[config.mk]
export PLATFORM = sky130hd
export DESIGN_NAME = parity_stream_acc
export DESIGN_NICKNAME = d
export VERILOG_FILES = /design/src/rtl/parity_pkg.sv /design/src/rtl/parity_tree.sv /design/src/rtl/parity_stream_acc.sv
export SDC_FILE = /design/constraint.sdc
export NUM_CORES = 1
export LEC_CHECK = 0
export CAP_MARGIN = 20
export CORE_MARGIN = 3
export CORE_UTILIZATION = 48
export DETAILED_ROUTE_END_ITERATION = 8
export PLACE_DENSITY = 0.77
export SETUP_SLACK_MARGIN = 0.3
export SYNTH_ARGS = -nofsm -noshare
export SYNTH_HDL_FRONTEND = slang
export SYNTH_SLANG_ARGS = --single-unit
export TNS_END_PERCENT = 1
[constraint.sdc]
create_clock -name clk -period 2.1 [get_ports clk]
set_clock_uncertainty 0.05 [all_clocks]
set_input_delay 0.42 -clock clk [delete_from_list [all_inputs] [get_ports clk]]
set_output_delay 0.42 -clock clk [all_outputs]
set_load 0.02 [all_outputs]
[src/rtl/parity_pkg.sv]
// Shared types for the streaming parity accumulator: result polarity codes and FSM states.
package parity_pkg;

  localparam logic MODE_XOR  = 1'b0;
  localparam logic MODE_XNOR = 1'b1;

  typedef enum logic [1:0] {
    IDLE = 2'd0,
    ACC  = 2'd1,
    HOLD = 2'd2
  } state_e;

endpackage

[src/rtl/parity_tree.sv]
// Balanced XOR-reduction tree; each node is a 2:1 mux acting as an XOR cell.
module parity_tree #(
  parameter int unsigned WIDTH = 8
) (
  input  logic [WIDTH-1:0] data_i,
  output logic             par_o
);

  localparam int unsigned LO = WIDTH / 2;
  localparam int unsigned HI = WIDTH - LO;

  generate
    if (WIDTH == 1) begin : g_leaf
      assign par_o = data_i[0];
    end else begin : g_node
      logic lo_par;
      logic hi_par;

      parity_tree #(.WIDTH(LO)) u_lo (
        .data_i (data_i[LO-1:0]),
        .par_o  (lo_par)
      );

      parity_tree #(.WIDTH(HI)) u_hi (
        .data_i (data_i[WIDTH-1:LO]),
        .par_o  (hi_par)
      );

      // Upper half selects true or inverted lower half.
      assign par_o = hi_par ? ~lo_par : lo_par;
    end
  endgenerate

endmodule

[src/rtl/parity_stream_acc.sv]
// Frame-wise XOR/XNOR parity accumulator with valid/ready on both sides.
// Optional expected-parity check enabled by macro PARITY_STREAM_CHECK_EN.
module parity_stream_acc
  import parity_pkg::*;
#(
  parameter  int unsigned WIDTH     = 8,
  parameter  int unsigned MAX_WORDS = 16,
  localparam int unsigned CW        = $clog2(MAX_WORDS + 1)
) (
  input  logic             clk,
  input  logic             rst_n,
  input  logic             mode,
  input  logic             in_valid,
  output logic             in_ready,
  input  logic [WIDTH-1:0] in_data,
  input  logic             in_last,
`ifdef PARITY_STREAM_CHECK_EN
  input  logic             in_par_exp,
  output logic             out_err,
`endif
  output logic             out_valid,
  input  logic             out_ready,
  output logic             out_par,
  output logic [CW-1:0]    out_cnt,
  output logic             out_ovf
);

  state_e        state_q, state_d;
  logic          acc_q, acc_d;
  logic [CW-1:0] cnt_q, cnt_d;
  logic          mode_q, mode_d;
  logic          ovf_q, ovf_d;
  logic          in_ready_q, in_ready_d;
  logic          out_valid_q, out_valid_d;
  logic          out_par_q, out_par_d;
  logic [CW-1:0] out_cnt_q, out_cnt_d;
  logic          out_ovf_q, out_ovf_d;
  logic          wp;
  logic          beat_c;
  logic          load_c;

  parity_tree #(.WIDTH(WIDTH)) u_tree (
    .data_i (in_data),
    .par_o  (wp)
  );

  assign beat_c = in_valid && in_ready_q;

`ifdef PARITY_STREAM_CHECK_EN
  logic err_q, err_d;
`endif

  always_comb begin
    state_d     = state_q;
    acc_d       = acc_q;
    cnt_d       = cnt_q;
    mode_d      = mode_q;
    ovf_d       = ovf_q;
    out_par_d   = out_par_q;
    out_cnt_d   = out_cnt_q;
    out_ovf_d   = out_ovf_q;
`ifdef PARITY_STREAM_CHECK_EN
    err_d       = err_q;
`endif

    unique case (state_q)
      IDLE: begin
        if (beat_c) begin
          acc_d   = wp;
          cnt_d   = CW'(1);
          mode_d  = mode;
          ovf_d   = 1'b0;
          state_d = in_last ? HOLD : ACC;
        end
      end
      ACC: begin
        if (beat_c) begin
          acc_d = acc_q ^ wp;
          // Counter saturates; the overflow flag stays set until the next frame.
          if (cnt_q == CW'(MAX_WORDS)) begin
            ovf_d = 1'b1;
          end else begin
            cnt_d = cnt_q + CW'(1);
          end
          state_d = in_last ? HOLD : ACC;
        end
      end
      HOLD: begin
        if (out_ready) begin
          state_d = IDLE;
        end
      end
      default: state_d = IDLE;
    endcase

    in_ready_d  = (state_d != HOLD);
    out_valid_d = (state_d == HOLD);

    // Result registers capture once, on entry to HOLD, and then hold.
    load_c = (state_q != HOLD) && (state_d == HOLD);
    if (load_c) begin
      out_par_d = acc_d ^ mode_d;
      out_cnt_d = cnt_d;
      out_ovf_d = ovf_d;
`ifdef PARITY_STREAM_CHECK_EN
      err_d     = (acc_d ^ mode_d) != in_par_exp;
`endif
    end
  end

  always_ff @(posedge clk or negedge rst_n) begin
    if (!rst_n) begin
      state_q     <= IDLE;
      acc_q       <= 1'b0;
      cnt_q       <= '0;
      mode_q      <= MODE_XOR;
      ovf_q       <= 1'b0;
      in_ready_q  <= 1'b0;
      out_valid_q <= 1'b0;
      out_par_q   <= 1'b0;
      out_cnt_q   <= '0;
      out_ovf_q   <= 1'b0;
`ifdef PARITY_STREAM_CHECK_EN
      err_q       <= 1'b0;
`endif
    end else begin
      state_q     <= state_d;
      acc_q       <= acc_d;
      cnt_q       <= cnt_d;
      mode_q      <= mode_d;
      ovf_q       <= ovf_d;
      in_ready_q  <= in_ready_d;
      out_valid_q <= out_valid_d;
      out_par_q   <= out_par_d;
      out_cnt_q   <= out_cnt_d;
      out_ovf_q   <= out_ovf_d;
`ifdef PARITY_STREAM_CHECK_EN
      err_q       <= err_d;
`endif
    end
  end

  assign in_ready  = in_ready_q;
  assign out_valid = out_valid_q;
  assign out_par   = out_par_q;
  assign out_cnt   = out_cnt_q;
  assign out_ovf   = out_ovf_q;
`ifdef PARITY_STREAM_CHECK_EN
  assign out_err   = err_q;
`endif

endmodule

==> impl_metrics.tcl <==
set metrics [dict create \
    hp-class "input port to asynchronous set/reset pin" \
    synth.area.top_cells "dfrtp_1 48%, nand2_1 7.6%, xnor2_2 4.9%, mux2_2 4.5%, xnor2_4 2.8%" \
    routed_wl_um 2110 \
    grt_max_degree 20 \
    drv_slew 0 \
    die-area_um2 2650 \
    hpwl_um 1550 \
    cts_max_path_buffers 2 \
    path_cells "clkdlybuf4s50_1, nand3b_1, a22o_1, a21o_2, a211oi_1, o31a_1" \
    critPathKind "input port to flop" \
    pre_cts_slack_ps -178 \
    cts_tree "built" \
    synth_compound_area_share_pct 11.7 \
    worstPathRequired_ps 2290 \
    routed-via-count 787 \
    r2r-end "out_cnt[1]$_DFFE_PN0P_" \
    initial_core_util_pct 54.0 \
    seqPwrFrac_pct 43.3 \
    layout_common_cells "20 x nand2_1, 19 x dfrtp_1, 13 x clkdlybuf4s50_1" \
    avgSynthCellArea_um2 10.6 \
    core_um2 1840 \
    antenna_cells 0 \
    p_int_uw 817 \
    clockRootBuffer "clkbuf_4" \
    slew-limit-headroom_pct 67.3 \
    synth_cell_type_count 29 \
    gp_congestion 0.781 \
    io_pins 23 \
    final_common_cell "nand2_1" \
    end_kind "flop" \
    syn2layout_area_growth_pct 34.5 \
    fin_crit_ps 1820 \
    io_buffer_count 22 \
    final_area_um2 1340 \
    synth-simple-area-share_pct 16.6 \
    wl_per_cell_um 14.2 \
    cts_buffers 3 \
    rsz0062_at_grt "true" \
    cp_slowest_cell "clkdlybuf4s50_1" \
    fin_nets 140 \
    p_sw_uw 475 \
    status "complete, no violations" \
    synth_cells 94 \
    post-route-worst-setup-slack_ps 282 \
    first_iter_violations 23 \
    start_kind "input port" \
    grt_pass1_vias 782 \
    worstMarginPinSlew_ps 490 \
    rr_worst_depth 6 \
    clk_latency_ps 290 \
    ctsHoldBuffers 0 \
    stdcell_count 148 \
    synth_seq_cells 19 \
    r2r-start "cnt_q[0]$_DFF_PN0_" \
    clock_sinks 19 \
    drc 0 \
    yosysSeqAreaShare_pct 47.9 \
    netlist.area_leader.share_pct 47.9 \
    power.static_leakage_nw 0.614 \
    drt-pass1-iter-count 4 \
    grt_pass1_wl_um 3420 \
    synth.area.mux_share_pct 7.81 \
    htreeDepth 1 \
    yosys.area_share.adder_pct 2.52 \
    ys_warn_count 0 \
    finalSetupTns_ps 0 \
    core.rowCount 15 \
    synth_area_um2 993 \
    antenna_left 0 \
    ir_worst_vdd_mv 0.653 \
    arrival_ps 2010 \
    cp_max_fo 5 \
    r2r_setup_slack_ps 410 \
    clock_power_share_pct 14.6 \
    synth_top_family_by_area "simple AND/OR/NAND/NOR gates" \
    p_sw_share_pct 36.8 \
    maxCapViolCount 0 \
    dp_cells 143 \
    combPwrFrac_pct 42.1 \
    fin_crit_sh_pct 86.5 \
    die_height_um 51.5 \
    setup_violations 0 \
    power.density_nw_per_um2 967 \
    antenna_found_initial 0 \
    grt_usage_pct 17.6 \
    synth-xor-area-share_pct 12.0 \
    via_per_inst 5.32 \
    crit_path_max_incr_delay_ps 530 \
    report.final.hold_viol_count 0 \
    synth_nets 110 \
    grt_overflow 0 \
    synth_top_area_cell "dfrtp_1" \
    clk_pin_slew_worst_paths_ps 110 \
    die_w_um 51.5 \
    placed_area_um2 1260 \
    drive_gt1_share_pct 18.7 \
    clock.fmax_mhz 550 \
]
[Yosys cell counts]
cell type / n
mux2_2: 4
inv_1: 3
xor2_2: 1
xnor2_4: 1
clkbuf_1: 1
nor3_1: 1
ha_1: 2
nand2_1: 20
o21ai_0: 4
a21o_2: 1
o21ai_1: 1
nand2b_1: 1
a21oi_1: 5
nand3b_1: 1
mux2i_1: 1
nor3b_1: 2
a22o_1: 2
nor4bb_1: 1
a311oi_1: 1
nand3_1: 3
a211oi_1: 1
xnor2_1: 3
dfrtp_1: 19
nor2b_1: 2
o31a_1: 1
nor2_1: 5
mux2_1: 2
o31ai_1: 2
xnor2_2: 3
[metal layers]
| metal | vias up | routed length, µm | global-route usage, % |
|---|---|---|---|
| met5 | - | 0 | 0 |
| met4 | 0 | 10 | 5.24 |
| met3 | 2 | 102 | 4.58 |
| met2 | 17 | 1050 | 29.2 |
| met1 | 390 | 945 | 22.6 |
| li1 | 378 | - | - |
[final cells by class]
cell class	count	area [µm²]
repair buffers	26	246
flip-flops and latches	19	475
clock buffers	4	26.3
inverters	3	11.3
well taps	25	31.3
multi-input cells	71	546
fillers	146	503
[worst max-delay path, delay by kind of cell]
family                 cells  cell delay (ps)
buffers and inverters      1              530
AOI/OAI and AO/OA          4              820
and+or+nand+nor            1              240
[per-stage QoR]
stage / util, % / power [mW] / hold WS (ps)
after floorplan: - / 0.884 / 74.4
after global placement: 68.7 / 1.06 / 409
after detailed placement: 68.7 / 1.09 / 417
after CTS: 71.6 / 1.29 / 404
after global routing: 72.7 / 1.38 / 415
final: 72.7 / 1.29 / 398
[worst max-delay path by stage]
stage / start / to / slack, ps
after global placement: in_data[7] / out_par$_DFFE_PN0P_ / -90
final: in_valid / out_par$_DFFE_PN0P_ / 280
after global routing: in_valid / out_par$_DFFE_PN0P_ / 200
after CTS: in_data[3] / out_par$_DFFE_PN0P_ / 250
after detailed placement: in_data[7] / out_par$_DFFE_PN0P_ / -180
after floorplan: cnt_q[0]$_DFF_PN0_ / out_cnt[1]$_DFFE_PN0P_ / 340
[kinds of logic after synthesis]
group	after synthesis
AND/OR/NAND/NOR	36
flip-flops	19
AO/OA/AOI/OAI	18
XOR/XNOR	8
multiplexers	7
buffers and inverters	4
adder cells (fa/ha/maj)	2
[state kept, by name, indices dropped and copies added, names as in the netlist]
| name | flops |
|---|---|
| cnt_q | 5 |
| out_cnt | 5 |
| state_q | 2 |
| acc_q | 1 |
| in_ready | 1 |
| mode_q | 1 |
| out_ovf | 1 |
| out_par | 1 |
| out_valid | 1 |
| ovf_q | 1 |
[what timing repair did]
action / CTS / global route
resized for setup: 12 / 5
buffers inserted: 0 / 1
setup endpoints to repair: 6 / 7
pin swaps: 6 / 8
[power groups by stage]
stage	sequential [mW]	clock (mW)	combinational, mW
after detailed placement	0.559	0	0.528
final	0.559	0.188	0.544
after global placement	0.553	0	0.508
after global routing	0.576	0.206	0.595
after floorplan	0.582	0	0.302
after CTS	0.557	0.193	0.540
No activity file was read; power rests on OpenSTA's default activity.
